===== config.mk =====
export PLATFORM = sky130hd
export DESIGN_NAME = semaforo_monitor
export DESIGN_NICKNAME = d
export VERILOG_FILES = /design/src/rtl/semaforo_pkg.sv /design/src/rtl/semaforo_lamp_decode.sv /design/src/rtl/semaforo_monitor.sv
export SDC_FILE = /design/constraint.sdc
export NUM_CORES = 1
export LEC_CHECK = 0
export CAP_MARGIN = 20
export CORE_MARGIN = 2
export CORE_UTILIZATION = 30
export DETAILED_ROUTE_END_ITERATION = 12
export HOLD_SLACK_MARGIN = 0.15
export PLACE_DENSITY = 0.59
export SLEW_MARGIN = 5
export SYNTH_ARGS = -nofsm -noshare
export SYNTH_HDL_FRONTEND = slang
export SYNTH_HIERARCHICAL = 1
export SYNTH_SLANG_ARGS = --single-unit

===== constraint.sdc =====
create_clock -name i_clk -period 2.4 [get_ports i_clk]
set_input_delay 0.48 -clock i_clk [delete_from_list [all_inputs] [get_ports i_clk]]
set_output_delay 0.48 -clock i_clk [all_outputs]
set_load 0.01 [all_outputs]

===== src/rtl/semaforo_pkg.sv =====
// Shared types and lamp encodings for the traffic-light safety monitor.
package semaforo_pkg;

    typedef enum logic [2:0] {
        PH_DARK,
        PH_CAR_GO,
        PH_CAR_WARN,
        PH_PED_GO,
        PH_PED_STOP,
        PH_PED_BLANK,
        PH_BLINK,
        PH_ILLEGAL
    } phase_t;

    typedef enum logic [2:0] {
        FLT_NONE,
        FLT_ILLEGAL,
        FLT_BAD_SEQ,
        FLT_SHORT_GREEN,
        FLT_BAD_WARN,
        FLT_BAD_PED,
        FLT_BAD_FLASH,
        FLT_STUCK
    } fault_t;

    // Lamp vectors ordered {gc, yc, rc, gp, rp}
    localparam logic [4:0] LAMP_DARK      = 5'b00000;
    localparam logic [4:0] LAMP_CAR_GO    = 5'b10001;
    localparam logic [4:0] LAMP_CAR_WARN  = 5'b01001;
    localparam logic [4:0] LAMP_PED_GO    = 5'b00110;
    localparam logic [4:0] LAMP_PED_STOP  = 5'b00101;
    localparam logic [4:0] LAMP_PED_BLANK = 5'b00100;
    localparam logic [4:0] LAMP_BLINK     = 5'b01000;

    function automatic logic seq_legal(input phase_t from_ph, input phase_t to_ph);
        case (from_ph)
            PH_DARK:      return (to_ph == PH_CAR_GO)   || (to_ph == PH_BLINK);
            PH_BLINK:     return (to_ph == PH_DARK)     || (to_ph == PH_CAR_GO);
            PH_CAR_GO:    return (to_ph == PH_CAR_WARN) || (to_ph == PH_BLINK);
            PH_CAR_WARN:  return (to_ph == PH_PED_GO)   || (to_ph == PH_BLINK);
            PH_PED_GO:    return (to_ph == PH_PED_STOP) || (to_ph == PH_BLINK);
            PH_PED_STOP:  return (to_ph == PH_PED_BLANK) || (to_ph == PH_CAR_GO) ||
                                 (to_ph == PH_BLINK);
            PH_PED_BLANK: return (to_ph == PH_PED_STOP) || (to_ph == PH_BLINK);
            default:      return 1'b0;
        endcase
    endfunction

endpackage


===== src/rtl/semaforo_lamp_decode.sv =====
// Combinational decode of the five lamp drives into a phase.
module semaforo_lamp_decode
    import semaforo_pkg::*;
(
    input  logic [4:0] i_lamps,
    output phase_t     o_phase
);

    always_comb begin
        o_phase = PH_ILLEGAL;
        case (i_lamps)
            LAMP_DARK:      o_phase = PH_DARK;
            LAMP_CAR_GO:    o_phase = PH_CAR_GO;
            LAMP_CAR_WARN:  o_phase = PH_CAR_WARN;
            LAMP_PED_GO:    o_phase = PH_PED_GO;
            LAMP_PED_STOP:  o_phase = PH_PED_STOP;
            LAMP_PED_BLANK: o_phase = PH_PED_BLANK;
            LAMP_BLINK:     o_phase = PH_BLINK;
            default:        o_phase = PH_ILLEGAL;
        endcase
    end

endmodule


===== src/rtl/semaforo_monitor.sv =====
// Safety checker beside the traffic-light controller: tracks phase order and
// durations, latches the first violation, and counts clean cycles.
//   phase        | meaning
//   DARK         | all lamps off
//   CAR_GO       | car green, ped red
//   CAR_WARN     | car yellow, ped red
//   PED_GO       | car red, ped green
//   PED_STOP     | car red, ped red (flash on)
//   PED_BLANK    | car red, ped dark (flash off)
//   BLINK        | car yellow only, alarm mode
//   ILLEGAL      | any other lamp pattern
module semaforo_monitor
    import semaforo_pkg::*;
#(
    parameter int CAR_MIN   = 6,
    parameter int WARN_LEN  = 1,
    parameter int PED_LEN   = 4,
    parameter int FLASH_LEN = 5,
    parameter int MAX_HOLD  = 64,
    parameter int CW        = 8
) (
    input  logic          i_clk,
    input  logic          i_rst,
    input  logic          i_gc,
    input  logic          i_yc,
    input  logic          i_rc,
    input  logic          i_gp,
    input  logic          i_rp,
    input  logic          i_clr_fault,
    output phase_t        o_phase,
    output logic [CW-1:0] o_run_len,
    output logic          o_fault,
    output fault_t        o_fault_code,
    output logic          o_cycle_done,
    output logic [15:0]   o_cycle_cnt
);

    phase_t        r_phase;
    logic [CW-1:0] r_run_len;
    logic          r_fault;
    fault_t        r_fault_code;
    logic          r_cycle_done;
    logic [15:0]   r_cycle_cnt;
    logic          r_armed;
    logic [CW-1:0] r_flash_cnt;

    phase_t        w_new;
    logic          w_changed;
    logic          w_chk;
    logic          w_dur;
    logic [7:0]    w_flt;
    fault_t        w_det;
    logic [CW-1:0] w_run_nx;
    logic          w_fault_nx;
    fault_t        w_code_nx;
    logic          w_done_nx;
    logic [15:0]   w_cnt_nx;
    logic          w_armed_nx;
    logic [CW-1:0] w_flash_nx;

    semaforo_lamp_decode u_decode (
        .i_lamps ({i_gc, i_yc, i_rc, i_gp, i_rp}),
        .o_phase (w_new)
    );

    always_ff @(posedge i_clk or posedge i_rst) begin
        if (i_rst) begin
            r_phase      <= PH_DARK;
            r_run_len    <= '0;
            r_fault      <= 1'b0;
            r_fault_code <= FLT_NONE;
            r_cycle_done <= 1'b0;
            r_cycle_cnt  <= '0;
            r_armed      <= 1'b0;
            r_flash_cnt  <= '0;
        end else begin
            r_phase      <= w_new;
            r_run_len    <= w_run_nx;
            r_fault      <= w_fault_nx;
            r_fault_code <= w_code_nx;
            r_cycle_done <= w_done_nx;
            r_cycle_cnt  <= w_cnt_nx;
            r_armed      <= w_armed_nx;
            r_flash_cnt  <= w_flash_nx;
        end
    end

    always_comb begin
        w_changed = (w_new != r_phase);
        w_chk     = r_armed && w_changed;
        // A jump into BLINK is an alarm preemption, so durations are not judged
        w_dur     = w_chk && (w_new != PH_BLINK);

        if (w_changed)
            w_run_nx = CW'(1);
        else if (r_run_len == {CW{1'b1}})
            w_run_nx = r_run_len;
        else
            w_run_nx = r_run_len + CW'(1);

        w_flt = '0;
        w_flt[FLT_ILLEGAL] = (w_new == PH_ILLEGAL);
        w_flt[FLT_BAD_SEQ] = w_chk && (r_phase != PH_ILLEGAL) && (w_new != PH_ILLEGAL) &&
                             !seq_legal(r_phase, w_new);
        w_flt[FLT_SHORT_GREEN] = w_dur && (r_phase == PH_CAR_GO) && (w_new == PH_CAR_WARN) &&
                                 (r_run_len < CW'(CAR_MIN));
        w_flt[FLT_BAD_WARN] = w_dur && (r_phase == PH_CAR_WARN) && (r_run_len != CW'(WARN_LEN));
        w_flt[FLT_BAD_PED]  = w_dur && (r_phase == PH_PED_GO) && (r_run_len != CW'(PED_LEN));
        w_flt[FLT_BAD_FLASH] = w_dur &&
            ((((r_phase == PH_PED_STOP) || (r_phase == PH_PED_BLANK)) && (r_run_len != CW'(1))) ||
             ((r_phase == PH_PED_STOP) && (w_new == PH_CAR_GO) &&
              (r_flash_cnt != CW'(FLASH_LEN))));
        w_flt[FLT_STUCK] = !w_changed && (r_phase != PH_DARK) &&
                           (r_run_len == CW'(MAX_HOLD - 1));

        w_det = FLT_NONE;
        if      (w_flt[FLT_ILLEGAL])     w_det = FLT_ILLEGAL;
        else if (w_flt[FLT_BAD_SEQ])     w_det = FLT_BAD_SEQ;
        else if (w_flt[FLT_SHORT_GREEN]) w_det = FLT_SHORT_GREEN;
        else if (w_flt[FLT_BAD_WARN])    w_det = FLT_BAD_WARN;
        else if (w_flt[FLT_BAD_PED])     w_det = FLT_BAD_PED;
        else if (w_flt[FLT_BAD_FLASH])   w_det = FLT_BAD_FLASH;
        else if (w_flt[FLT_STUCK])       w_det = FLT_STUCK;

        w_fault_nx = r_fault;
        w_code_nx  = r_fault_code;
        if (w_det != FLT_NONE) begin
            w_fault_nx = 1'b1;
            if (!r_fault)
                w_code_nx = w_det;
        end else if (i_clr_fault) begin
            w_fault_nx = 1'b0;
            w_code_nx  = FLT_NONE;
        end

        w_done_nx = r_armed && (r_phase == PH_PED_STOP) && (w_new == PH_CAR_GO) &&
                    (w_det == FLT_NONE);
        w_cnt_nx  = w_done_nx ? r_cycle_cnt + 16'd1 : r_cycle_cnt;

        w_armed_nx = r_armed || (w_changed && (w_new == PH_CAR_GO));

        w_flash_nx = r_flash_cnt;
        if ((r_phase == PH_PED_GO) && (w_new == PH_PED_STOP))
            w_flash_nx = CW'(1);
        else if (((r_phase == PH_PED_STOP) && (w_new == PH_PED_BLANK)) ||
                 ((r_phase == PH_PED_BLANK) && (w_new == PH_PED_STOP))) begin
            if (r_flash_cnt != {CW{1'b1}})
                w_flash_nx = r_flash_cnt + CW'(1);
        end
    end

    always_comb begin
        o_phase      = r_phase;
        o_run_len    = r_run_len;
        o_fault      = r_fault;
        o_fault_code = r_fault_code;
        o_cycle_done = r_cycle_done;
        o_cycle_cnt  = r_cycle_cnt;
    end

endmodule


Word level (Yosys, flattened, before mapping)
Cells that the tools add are included.
{ "totals": {"reg_bits": 41, "latch_bits": 0, "ramBits": 0, "mem_bits_ro": 0, "inputBits": 8, "output_inout_bits": 32, "elab_cells": 112, "memories": 0} }
{ "op_classes": {"n_addsub": 3, "mul": 0, "div": 0, "n_lt_le_gt_ge": 1, "n_eq_ne": 31, "shifts": 0, "muxes": 19, "bitwise": 0, "reduce_logical": 50} }
{ "ops": {"columns": ["operator", "n"], "rows": [
  ["two-way mux 8 bit", 5],
  ["two-way mux 3 bit", 10],
  ["logical AND 1 bit", 25],
  ["equality test 3 bit (second input constant)", 7],
  ["one-hot mux 3 bit (7 select lines)", 1],
  ["adder 16 x 1 -> 16 bit (second input constant)", 1],
  ["adder 8 x 1 -> 8 bit (second input constant)", 2],
  ["!= test 8 x 3 -> 1 bit (second input constant)", 2],
  ["equality test 5 x 3 -> 1 bit (second input constant)", 3],
  ["equality test 3 x 2 -> 1 bit (second input constant)", 4],
  ["logical OR 1 bit", 11],
  ["equality test 5 x 4 -> 1 bit (second input constant)", 2],
  ["logical NOT 3 bit", 3],
  ["!= test 3 bit (second input constant)", 3],
  ["equality test 8 x 6 -> 1 bit (second input constant)", 1],
  ["equality test 8 bit (second input constant)", 1],
  ["< comparator 8 x 3 -> 1 bit (second input constant)", 1],
  ["!= test 8 x 1 -> 1 bit (second input constant)", 1],
  ["!= test 8 bit (second input constant)", 1],
  ["equality test 3 x 1 -> 1 bit (second input constant)", 2],
  ["one-hot mux 1 bit (6 select lines)", 1],
  ["nonzero test 2 bit", 3],
  ["nonzero test 3 bit", 2],
  ["equality test 5 bit (second input constant)", 1],
  ["7 further kinds", 11]
]} }

Longest topological paths before layout
Gate-level depths: netlist of the first run.
{ "logic_depth": {"depth_word": 16, "ltp_mapped": 11, "mapped_depth_nobuf": 10} }

By module
The synthesis of the first run kept the hierarchy.
{ "by_module_without_submodules": {"columns": ["mod", "n_inst", "cells_per_inst", "area_per_inst_um2", "seq_area_each_um2"], "rows": [
  ["semaforo_monitor", 1, 238, 2318.5, 1026.0],
  ["semaforo_lamp_decode", 1, 12, 80.1, 0.0]
]} }

Worst setup path before layout of the first run
No wires, ideal clock.
{ "synth_timing": {"path_type": "input to register", "from": "in i_yc", "to": "reg r_fault_code[2] (netlist: o_fault_code[2])", "setup_ns": 0.087, "arrival_time_ns": 2.888, "t_required_ns": 2.313, "path_slack_ns": -0.575, "stages": 10, "path_buffers": 1, "cell_sequence": "nand2b_1 > xnor2_1 > or3_1 > buf_4 > xnor2_1 > a311o_1 > a31oi_2 > o21ba_2 > or4b_2 > o211ai_1"} }
{ "synth_between": {"elab_chain_cells": 16, "elab_cells_between_ends": 60, "cone_classes": "eq/ne (17); mux (11); reduce/logical (32)"} }
{ "synth_lines": {"columns": ["item", "line", "rtl"], "rows": [
  ["from (decl)", "semaforo_monitor.sv:25", "input logic i_yc,"],
  ["equality test 5 x 4 -> 1 bit (tied with other cells)", "semaforo_lamp_decode.sv:11", "case (i_lamps)"],
  ["one-hot mux 3 bit (7 select lines) *", "semaforo_lamp_decode.sv:11", null],
  ["net w_new[0]", "semaforo_monitor.sv:47", "phase_t w_new;"],
  ["!= test 3 bit or equality test 3 x 1 -> 1 bit (tied branches)", null, null],
  ["logical NOT 1 bit or logical AND 1 bit (tied branches)", "semaforo_monitor.sv:113, semaforo_monitor.sv:111", null],
  ["logical AND 1 bit (on tied branches)", "semaforo_monitor.sv:113, semaforo_monitor.sv:111", null],
  ["logical AND 1 bit or logical OR 1 bit (tied branches)", "semaforo_monitor.sv:113, semaforo_monitor.sv:110", null],
  ["two-way mux 3 bit or logical AND 1 bit (tied branches)", "semaforo_monitor.sv:123, semaforo_monitor.sv:109", null],
  ["two-way mux 3 bit", "semaforo_monitor.sv:122", "else if (w_flt[FLT_BAD_FLASH]) w_det = FLT_BAD_FLASH;"],
  ["two-way mux 3 bit", "semaforo_monitor.sv:121", "else if (w_flt[FLT_BAD_PED]) w_det = FLT_BAD_PED;"],
  ["two-way mux 3 bit", "semaforo_monitor.sv:120", "else if (w_flt[FLT_BAD_WARN]) w_det = FLT_BAD_WARN;"],
  ["two-way mux 3 bit", "semaforo_monitor.sv:119", "else if (w_flt[FLT_SHORT_GREEN]) w_det = FLT_SHORT_GREEN;"],
  ["two-way mux 3 bit", "semaforo_monitor.sv:118", "else if (w_flt[FLT_BAD_SEQ]) w_det = FLT_BAD_SEQ;"],
  ["two-way mux 3 bit *", "semaforo_monitor.sv:117", "if (w_flt[FLT_ILLEGAL]) w_det = FLT_ILLEGAL;"],
  ["nonzero test 3 bit", "semaforo_monitor.sv:127", "if (w_det != FLT_NONE) begin"],
  ["!= test 2 bit (no line) or nonzero test 2 bit (tied branches)", null, null],
  ["AND reduction 2 bit (no line)", null, null],
  ["to (signal assigned)", "semaforo_monitor.sv:80", "r_fault_code <= w_code_nx;"],
  ["to (decl)", "semaforo_monitor.sv:41", "fault_t r_fault_code;"]
]} }
The timed path passes the listed nets; every way through them passes the cells marked *. The select of a mux whose other input is x is not followed.
A chain may end at the register's enable or synchronous reset.

Final worst setup path of the first run
{ "layout_timing": {"from": "in i_rc", "to": "reg r_fault_code[2] (netlist: o_fault_code[2])"} }
{ "layout_between": {"elab_chain_cells": 16, "elab_cells_between_ends": 60, "cone_classes": "eq/ne (17); mux (11); reduce/logical (32)"} }
{ "layout_lines": {"columns": ["item", "line", "rtl"], "rows": [
  ["from (decl)", "semaforo_monitor.sv:26", "input logic i_rc,"],
  ["equality test 5 x 4 -> 1 bit (tied with other cells)", "semaforo_lamp_decode.sv:11", null],
  ["one-hot mux 3 bit (7 select lines) *", "semaforo_lamp_decode.sv:11", null],
  ["net w_new[1]", "semaforo_monitor.sv:47", null],
  ["!= test 3 bit or equality test 3 x 1 -> 1 bit (tied branches)", null, null],
  ["logical NOT 1 bit or logical AND 1 bit (tied branches)", "semaforo_monitor.sv:113, semaforo_monitor.sv:111", null],
  ["logical AND 1 bit (on tied branches)", "semaforo_monitor.sv:113, semaforo_monitor.sv:111", null],
  ["logical AND 1 bit or logical OR 1 bit (tied branches)", "semaforo_monitor.sv:113, semaforo_monitor.sv:110", null],
  ["two-way mux 3 bit or logical AND 1 bit (tied branches)", "semaforo_monitor.sv:123, semaforo_monitor.sv:109", null],
  ["two-way mux 3 bit", "semaforo_monitor.sv:122", null],
  ["two-way mux 3 bit", "semaforo_monitor.sv:121", null],
  ["two-way mux 3 bit", "semaforo_monitor.sv:120", null],
  ["two-way mux 3 bit", "semaforo_monitor.sv:119", null],
  ["two-way mux 3 bit", "semaforo_monitor.sv:118", null],
  ["two-way mux 3 bit *", "semaforo_monitor.sv:117", null],
  ["nonzero test 3 bit", "semaforo_monitor.sv:127", null],
  ["!= test 2 bit (no line) or nonzero test 2 bit (tied branches)", null, null],
  ["AND reduction 2 bit (no line)", null, null]
]} }
Marks and branches as above.

==> impl_metrics.yaml, run 1 <==
finish:
  postLayoutCoreUtil: 0.473
  final_layout_size_suffix_gt1_frac: 0.327
  fin_nets: 357
  stdcell_area_um2: 3660
  number_of_diodes_added_for_antenna_fixing: 0
  flow.area_growth_from_synthesis_pct: 52.5
  finalNonFillerCells: 445
  commonest_cells_after_routing_fill_and_taps_aside: "sky130_fd_sc_hd__buf_4 (48), sky130_fd_sc_hd__dfrtp_1 (41), sky130_fd_sc_hd__clkdlybuf4s50_1 (34)"
  mostFrequentLayoutCell: "sky130_fd_sc_hd__buf_4"
clock_tree:
  clkTransAtPathRegs_ns: 0.08
  clock_h_tree_levels: 2
  cts-root-buf: "sky130_fd_sc_hd__clkbuf_8"
  clock_tree_from_tritoncts: "yes"
  clock_sinks: 41
  insertion_delay_ns: 0.30
  cts_inserted_buffers: 5
  cts_buffer_depth: 2
route:
  drt-initial-drc-count: 70
  drc_errors: 0
  detailedRoute.firstPassIterationCount: 4
  vias_per_cell: 4.92
  drt-total-wl_mm: 5.99
  dr_total_vias: 2189
  routed_wire_length_per_instance_um: 13.5
  drt.antenna.violating_nets: 0
pwr:
  power.switching_fraction: 0.302
  power.ir.vdd_worst_v: 0.000336
  combPwrFrac: 0.299
  total_power_divided_by_cell_area_nw_per_um2: 491
  cell_internal_pwr_mw: 1.25
  part_of_the_total_power_dissipated_in_the_clock_network: 0.267
  p_sw_uw: 542
  seqPwrFrac: 0.434
  p_total_mw: 1.80
  p_leak_nw: 1.64
place:
  place_hpwl_mm: 4.11
  placed_standard_cell_area_um2: 3270
  gp_routability_congestion: 0.818
  port-buffer-count: 39
  placed_cells: 426
yosys:
  synthesis.nets: 264
  async_reset_ff_frac: 1.00
  avgSynthCellArea_um2: 9.59
  yosys_warnings: 6
  netlist_instances: 250
  synth-seq-area-share: 0.428
  postSynth.topFlopCell: "sky130_fd_sc_hd__dfrtp_1"
  number_of_flops_mapped_to_enable_cells_by_yosys: 0
  synth.ff_latch_count: 41
  netlist-cell-type-count: 52
  netlist_area_um2: 2400
run_status:
  run_status: "complete, but fails checks"
  violations_in_the_final_reports: "setup timing"
setup_path:
  regToRegSetupSlack_ns: -0.02
  kind_of_end_point_of_the_critical_path: "register"
  critical_path_required_ns: 2.62
  cp.arrival_ns: 2.95
  path_type_of_the_worst_setup_path: "input port to register"
  timing.critical_path.from_type: "input port"
  cp_max_fo: 5
global_route:
  grt_pass1_wl_mm: 10.2
  gr-usage-all-layers: 0.145
  number_of_global_route_vias_before_repair: 2180
  initial_antenna_violation_count: 0
  grt_remaining_overflow: 0
  grt_max_degree: 42
floorplan:
  row_count: 32
  initial_utilization: 0.310
  floorplan.core_area_um2: 7730
  ios: 40
  dieWidth_um: 93.4
  die-height_um: 93.4
  dieArea_um2: 8730
timing:
  slew-limit-headroom: 0.636
  period_share: 1.14
  worst_hold_slack_ns: 0.467
  setup_ws_ns: -0.327
  report.final.setup_viol: 20
  drv_slew: 0
  finClkSkew_ns: 0.00703
  worstMarginPinSlew_ns: 0.545
  fmaxAchievable_ghz: 0.367
  grt_setup_unrepaired: "yes"
  final-hold-violation-count: 0
  finalWorstPathRequiredPeriod_ns: 2.73
run:
  max-cap-violations: 0
hold_path:
  timing.hold.worst.class: "register to register"
## flip-flops by register name, summed over array words and instances, names as in the netlist
signal and cells:
o_cycle_cnt 16, r_flash_cnt 8, o_phase 3, o_fault_code 3, o_fault 1, o_run_len 8, r_armed 1, o_cycle_done 1
## final cells by class
cell class              instances  area (um^2)
multi-input cells             192         1550
clock buffers                   6         82.6
inverters                       8         30.0
clock inverters                 1         7.51
repair buffers                 95          831
well taps                     102          128
fillers                       726         4070
flip-flops and latches         41         1030
## metrics by stage
step	setup TNS (ns)	setup slack (ns)
floorplan	-6.03	-0.405
global placement	-25.57	-1.08
detailed placement	-26.58	-1.14
CTS	-5.86	-0.412
global route	-5.91	-0.389
finish	-4.60	-0.327
## cell families after synthesis
| family | share of synthesized area |
|---|---|
| XOR/XNOR | 0.110 |
| flip-flops | 0.428 |
| AO/OA/AOI/OAI | 0.107 |
| AND/OR/NAND/NOR | 0.275 |
| buffers and inverters | 0.0318 |
| adder cells (fa/ha/maj) | 0.0313 |
| multiplexers | 0.0172 |
## Yosys cell counts (3+ instances only)
library cell | number | share of area
sky130_fd_sc_hd__dfrtp_1 | 41 | 0.43
sky130_fd_sc_hd__nor2_1 | 28 | 0.044
sky130_fd_sc_hd__nand2_1 | 25 | 0.039
sky130_fd_sc_hd__xor2_1 | 16 | 0.058
sky130_fd_sc_hd__xnor2_1 | 14 | 0.051
sky130_fd_sc_hd__nand3_1 | 10 | 0.021
sky130_fd_sc_hd__inv_1 | 8 | 0.013
sky130_fd_sc_hd__a21oi_1 | 7 | 0.015
sky130_fd_sc_hd__and3_1 | 7 | 0.018
sky130_fd_sc_hd__buf_2 | 7 | 0.015
sky130_fd_sc_hd__nand2b_1 | 7 | 0.018
sky130_fd_sc_hd__nor3_1 | 7 | 0.015
sky130_fd_sc_hd__ha_1 | 6 | 0.031
sky130_fd_sc_hd__o21ai_0 | 6 | 0.013
sky130_fd_sc_hd__nand4_1 | 5 | 0.013
sky130_fd_sc_hd__or3_1 | 5 | 0.013
sky130_fd_sc_hd__mux2i_1 | 3 | 0.013
sky130_fd_sc_hd__nor4_2 | 3 | 0.016
sky130_fd_sc_hd__o211ai_1 | 3 | 0.0094
sky130_fd_sc_hd__or4b_2 | 3 | 0.013
## path summary, 6_finish.rpt
| kind | start | cells after the start | to |
|---|---|---|---|
| setup / recovery | i_rc | 10 | o_fault_code[2]$_DFFE_PP0P_ |
| hold / removal | o_cycle_cnt[15]$_DFFE_PP0P_ | 1 | o_cycle_cnt[15]$_DFFE_PP0P_ |
| setup reg to reg | r_flash_cnt[1]$_DFFE_PP0P_ | 10 | o_fault_code[0]$_DFFE_PP0P_ |
| hold reg to reg | o_cycle_cnt[15]$_DFFE_PP0P_ | 1 | o_cycle_cnt[15]$_DFFE_PP0P_ |
| max in group asynchronous | i_rst | 3 | o_cycle_cnt[13]$_DFFE_PP0P_ |
| min in group asynchronous | i_rst | 3 | r_flash_cnt[1]$_DFFE_PP0P_ |
## power groups by stage
stage               registers (mW)  logic [mW]  clock network, mW
floorplan                    0.811       0.220                  0
global placement             0.794       0.488                  0
detailed placement           0.792       0.491                  0
CTS                          0.780       0.526              0.493
global route                 0.788       0.596              0.527
finish                       0.780       0.538              0.479
## what timing repair did
item | 4_1_cts | 5_1_grt
setup endpoints to repair | 29 | 23
pin swaps | 17 | 24
resized for setup | 35 | 32
setup buffers | 9 | 4
hold buffers | 0 | 0
gates cloned | 1 | 0
## critical path: stages
cell	delay [ns]
sky130_fd_sc_hd__buf_6	0.09
sky130_fd_sc_hd__nand2b_4	0.13
sky130_fd_sc_hd__xnor2_2	0.12
sky130_fd_sc_hd__or3_4	0.41
sky130_fd_sc_hd__or3b_4	0.41
sky130_fd_sc_hd__a2111o_1	0.33
sky130_fd_sc_hd__a31oi_4	0.18
sky130_fd_sc_hd__o21ba_4	0.18
sky130_fd_sc_hd__or4b_4	0.51
sky130_fd_sc_hd__o211ai_1	0.10
## metal layers
metal	wire length, um	GRT usage
met2	3030	0.251
met3	188	0.0282
met4	73	0.0441
met1	2700	0.181
met5	0	0
Power figures use the tool's default switching activity.
==> run 2, diff against run 1 <==
--- a/config.mk
+++ b/config.mk
@@ -11,6 +11,7 @@
 export DETAILED_ROUTE_END_ITERATION = 12
 export HOLD_SLACK_MARGIN = 0.15
 export PLACE_DENSITY = 0.59
+export SKIP_CTS_REPAIR_TIMING = 1
 export SLEW_MARGIN = 5
 export SYNTH_ARGS = -nofsm -noshare
 export SYNTH_HDL_FRONTEND = slang
==> run 2 against run 1 <==
Net effect: the run still ends with setup timing left; largest cell class unchanged; first-iteration DRC count fell by 43%; cell count fell by 1.8%; global-route usage fell by 0.73 points; hold slack got worse by 0.0020 ns; clock skew fell by 0.0030 ns; wire length fell by 4.6%; combinational power fell by 6.3%; largest power group unchanged.
==> impl_metrics.yaml, run 2 (same netlist as run 1, synthesis figures left out) <==
timing:
  totalNegativeSetupSlack_ns: -5.54
  finClkSkew_ns: 0.00400
  report.final.setup_viol: 21
  slew-limit-headroom: 0.641
  grt_setup_unrepaired: "yes"
  setup_ws_ns: -0.400
  finalWorstPathRequiredPeriod_ns: 2.80
  fmaxAchievable_ghz: 0.357
  final-hold-violation-count: 0
  drv_slew: 0
  period_share: 1.17
  worstMarginPinSlew_ns: 0.539
route:
  drc_errors: 0
  drt-total-wl_mm: 5.71
  drt-initial-drc-count: 40
  drt.antenna.violating_nets: 0
  detailedRoute.firstPassIterationCount: 4
  routed_wire_length_per_instance_um: 13.1
  dr_total_vias: 2107
  vias_per_cell: 4.82
place:
  place_hpwl_mm: 4.11
  port-buffer-count: 39
  placed_standard_cell_area_um2: 3270
  pre_cts_ws_ns: -1.14
  placed_cells: 426
  gp_routability_congestion: 0.818
finish:
  largest_register_ff_count: 16
  fin_nets: 349
  flow.area_growth_from_synthesis_pct: 46.9
  commonest_cells_after_routing_fill_and_taps_aside: "sky130_fd_sc_hd__buf_4 (48), sky130_fd_sc_hd__dfrtp_1 (41), sky130_fd_sc_hd__clkdlybuf4s50_1 (34)"
  finalNonFillerCells: 437
  mostFrequentLayoutCell: "sky130_fd_sc_hd__buf_4"
  final_layout_size_suffix_gt1_frac: 0.287
  number_of_diodes_added_for_antenna_fixing: 0
  stdcell_area_um2: 3520
floorplan:
  die-height_um: 93.4
  dieWidth_um: 93.4
  floorplan.core_area_um2: 7730
  row_count: 32
  dieArea_um2: 8730
  initial_utilization: 0.310
  ios: 40
setup_path:
  reg2regPathDepth: 12
  critical_path_required_ns: 2.62
  path_type_of_the_worst_setup_path: "input port to register"
  timing.critical_path.from_type: "input port"
  kind_of_end_point_of_the_critical_path: "register"
  cp.arrival_ns: 3.02
  cp_max_fo: 4
clock_tree:
  cts_inserted_buffers: 5
  cts-root-buf: "sky130_fd_sc_hd__clkbuf_8"
  clock_sinks: 41
  cts_buffer_depth: 2
  clkTransAtPathRegs_ns: 0.08
  clock_h_tree_levels: 2
  insertion_delay_ns: 0.29
  clock_tree_from_tritoncts: "yes"
run_status:
  run_status: "complete, but fails checks"
  violations_in_the_final_reports: "setup timing"
pwr:
  seqPwrFrac: 0.443
  p_sw_uw: 525
  cell_internal_pwr_mw: 1.23
  power.switching_fraction: 0.299
  p_leak_nw: 1.60
  power.ir.vdd_worst_v: 0.000336
  combPwrFrac: 0.287
  part_of_the_total_power_dissipated_in_the_clock_network: 0.271
  total_power_divided_by_cell_area_nw_per_um2: 499
global_route:
  grt_pass1_wl_mm: 9.72
  initial_antenna_violation_count: 0
  gr-usage-all-layers: 0.137
  grt_max_degree: 42
  grt_remaining_overflow: 0
  number_of_global_route_vias_before_repair: 2079
hold_path:
  worst_hold_path_cells: 1
  timing.hold.worst.class: "register to register"
run:
  max-cap-violations: 0
==> run 2: metrics by stage <==
step                 util  power, mW  hold WS (ns)
floorplan               -       1.03         0.504
global placement    0.423       1.28         0.457
detailed placement  0.423       1.28         0.461
CTS                 0.435       1.77         0.472
global route        0.456       1.87         0.496
finish              0.456       1.76         0.465
==> run 2: critical path, stage by stage <==
cell and delay [ns]:
sky130_fd_sc_hd__buf_6 0.09, sky130_fd_sc_hd__nand2b_4 0.13, sky130_fd_sc_hd__xnor2_2 0.12, sky130_fd_sc_hd__or3_4 0.41, sky130_fd_sc_hd__or3b_4 0.41, sky130_fd_sc_hd__a2111o_1 0.39
sky130_fd_sc_hd__a31oi_4 0.20, sky130_fd_sc_hd__o21ba_4 0.17, sky130_fd_sc_hd__or4b_4 0.52, sky130_fd_sc_hd__o211ai_1 0.09
==> run 2: final timing paths <==
kind / startpoint / slack [ns] / to
hold / removal: o_cycle_cnt[15]$_DFFE_PP0P_ / 0.46 / o_cycle_cnt[15]$_DFFE_PP0P_
setup reg to reg: r_flash_cnt[1]$_DFFE_PP0P_ / -0.11 / o_cycle_cnt[6]$_DFFE_PP0P_
max in group asynchronous: i_rst / 1.41 / o_cycle_cnt[13]$_DFFE_PP0P_
min in group asynchronous: i_rst / 0.62 / r_flash_cnt[1]$_DFFE_PP0P_
hold reg to reg: o_cycle_cnt[15]$_DFFE_PP0P_ / 0.46 / o_cycle_cnt[15]$_DFFE_PP0P_
setup / recovery: i_rc / -0.40 / o_fault_code[2]$_DFFE_PP0P_
==> run 2: power by group through the flow <==
stage | Clock, mW | Combinational (mW) | Sequential, mW
2_1_floorplan | 0 | 0.220 | 0.811
3_5_place_dp | 0 | 0.491 | 0.792
3_3_place_gp | 0 | 0.488 | 0.794
5_1_grt | 0.524 | 0.563 | 0.788
6_report | 0.475 | 0.504 | 0.778
4_1_cts | 0.493 | 0.494 | 0.780
==> run 2: per-layer routing <==
layer  part of all wire  GRT usage  routed length [um]  up-vias
met2               0.50      0.236                2840       35
met3              0.035     0.0282                 202        7
met1               0.46      0.175                2610     1013
li1                   -          -                   -     1052
met4              0.011     0.0368                  64        0
met5                  0          0                   0        -
==> run 2: layout make-up <==
cell class              count  area [um^2]
flip-flops and latches     41         1030
inverters                   8         30.0
multi-input cells         192         1500
repair buffers             87          746
clock buffers               6         82.6
well taps                 102          128
fillers                   742         4200
clock inverters             1         7.51
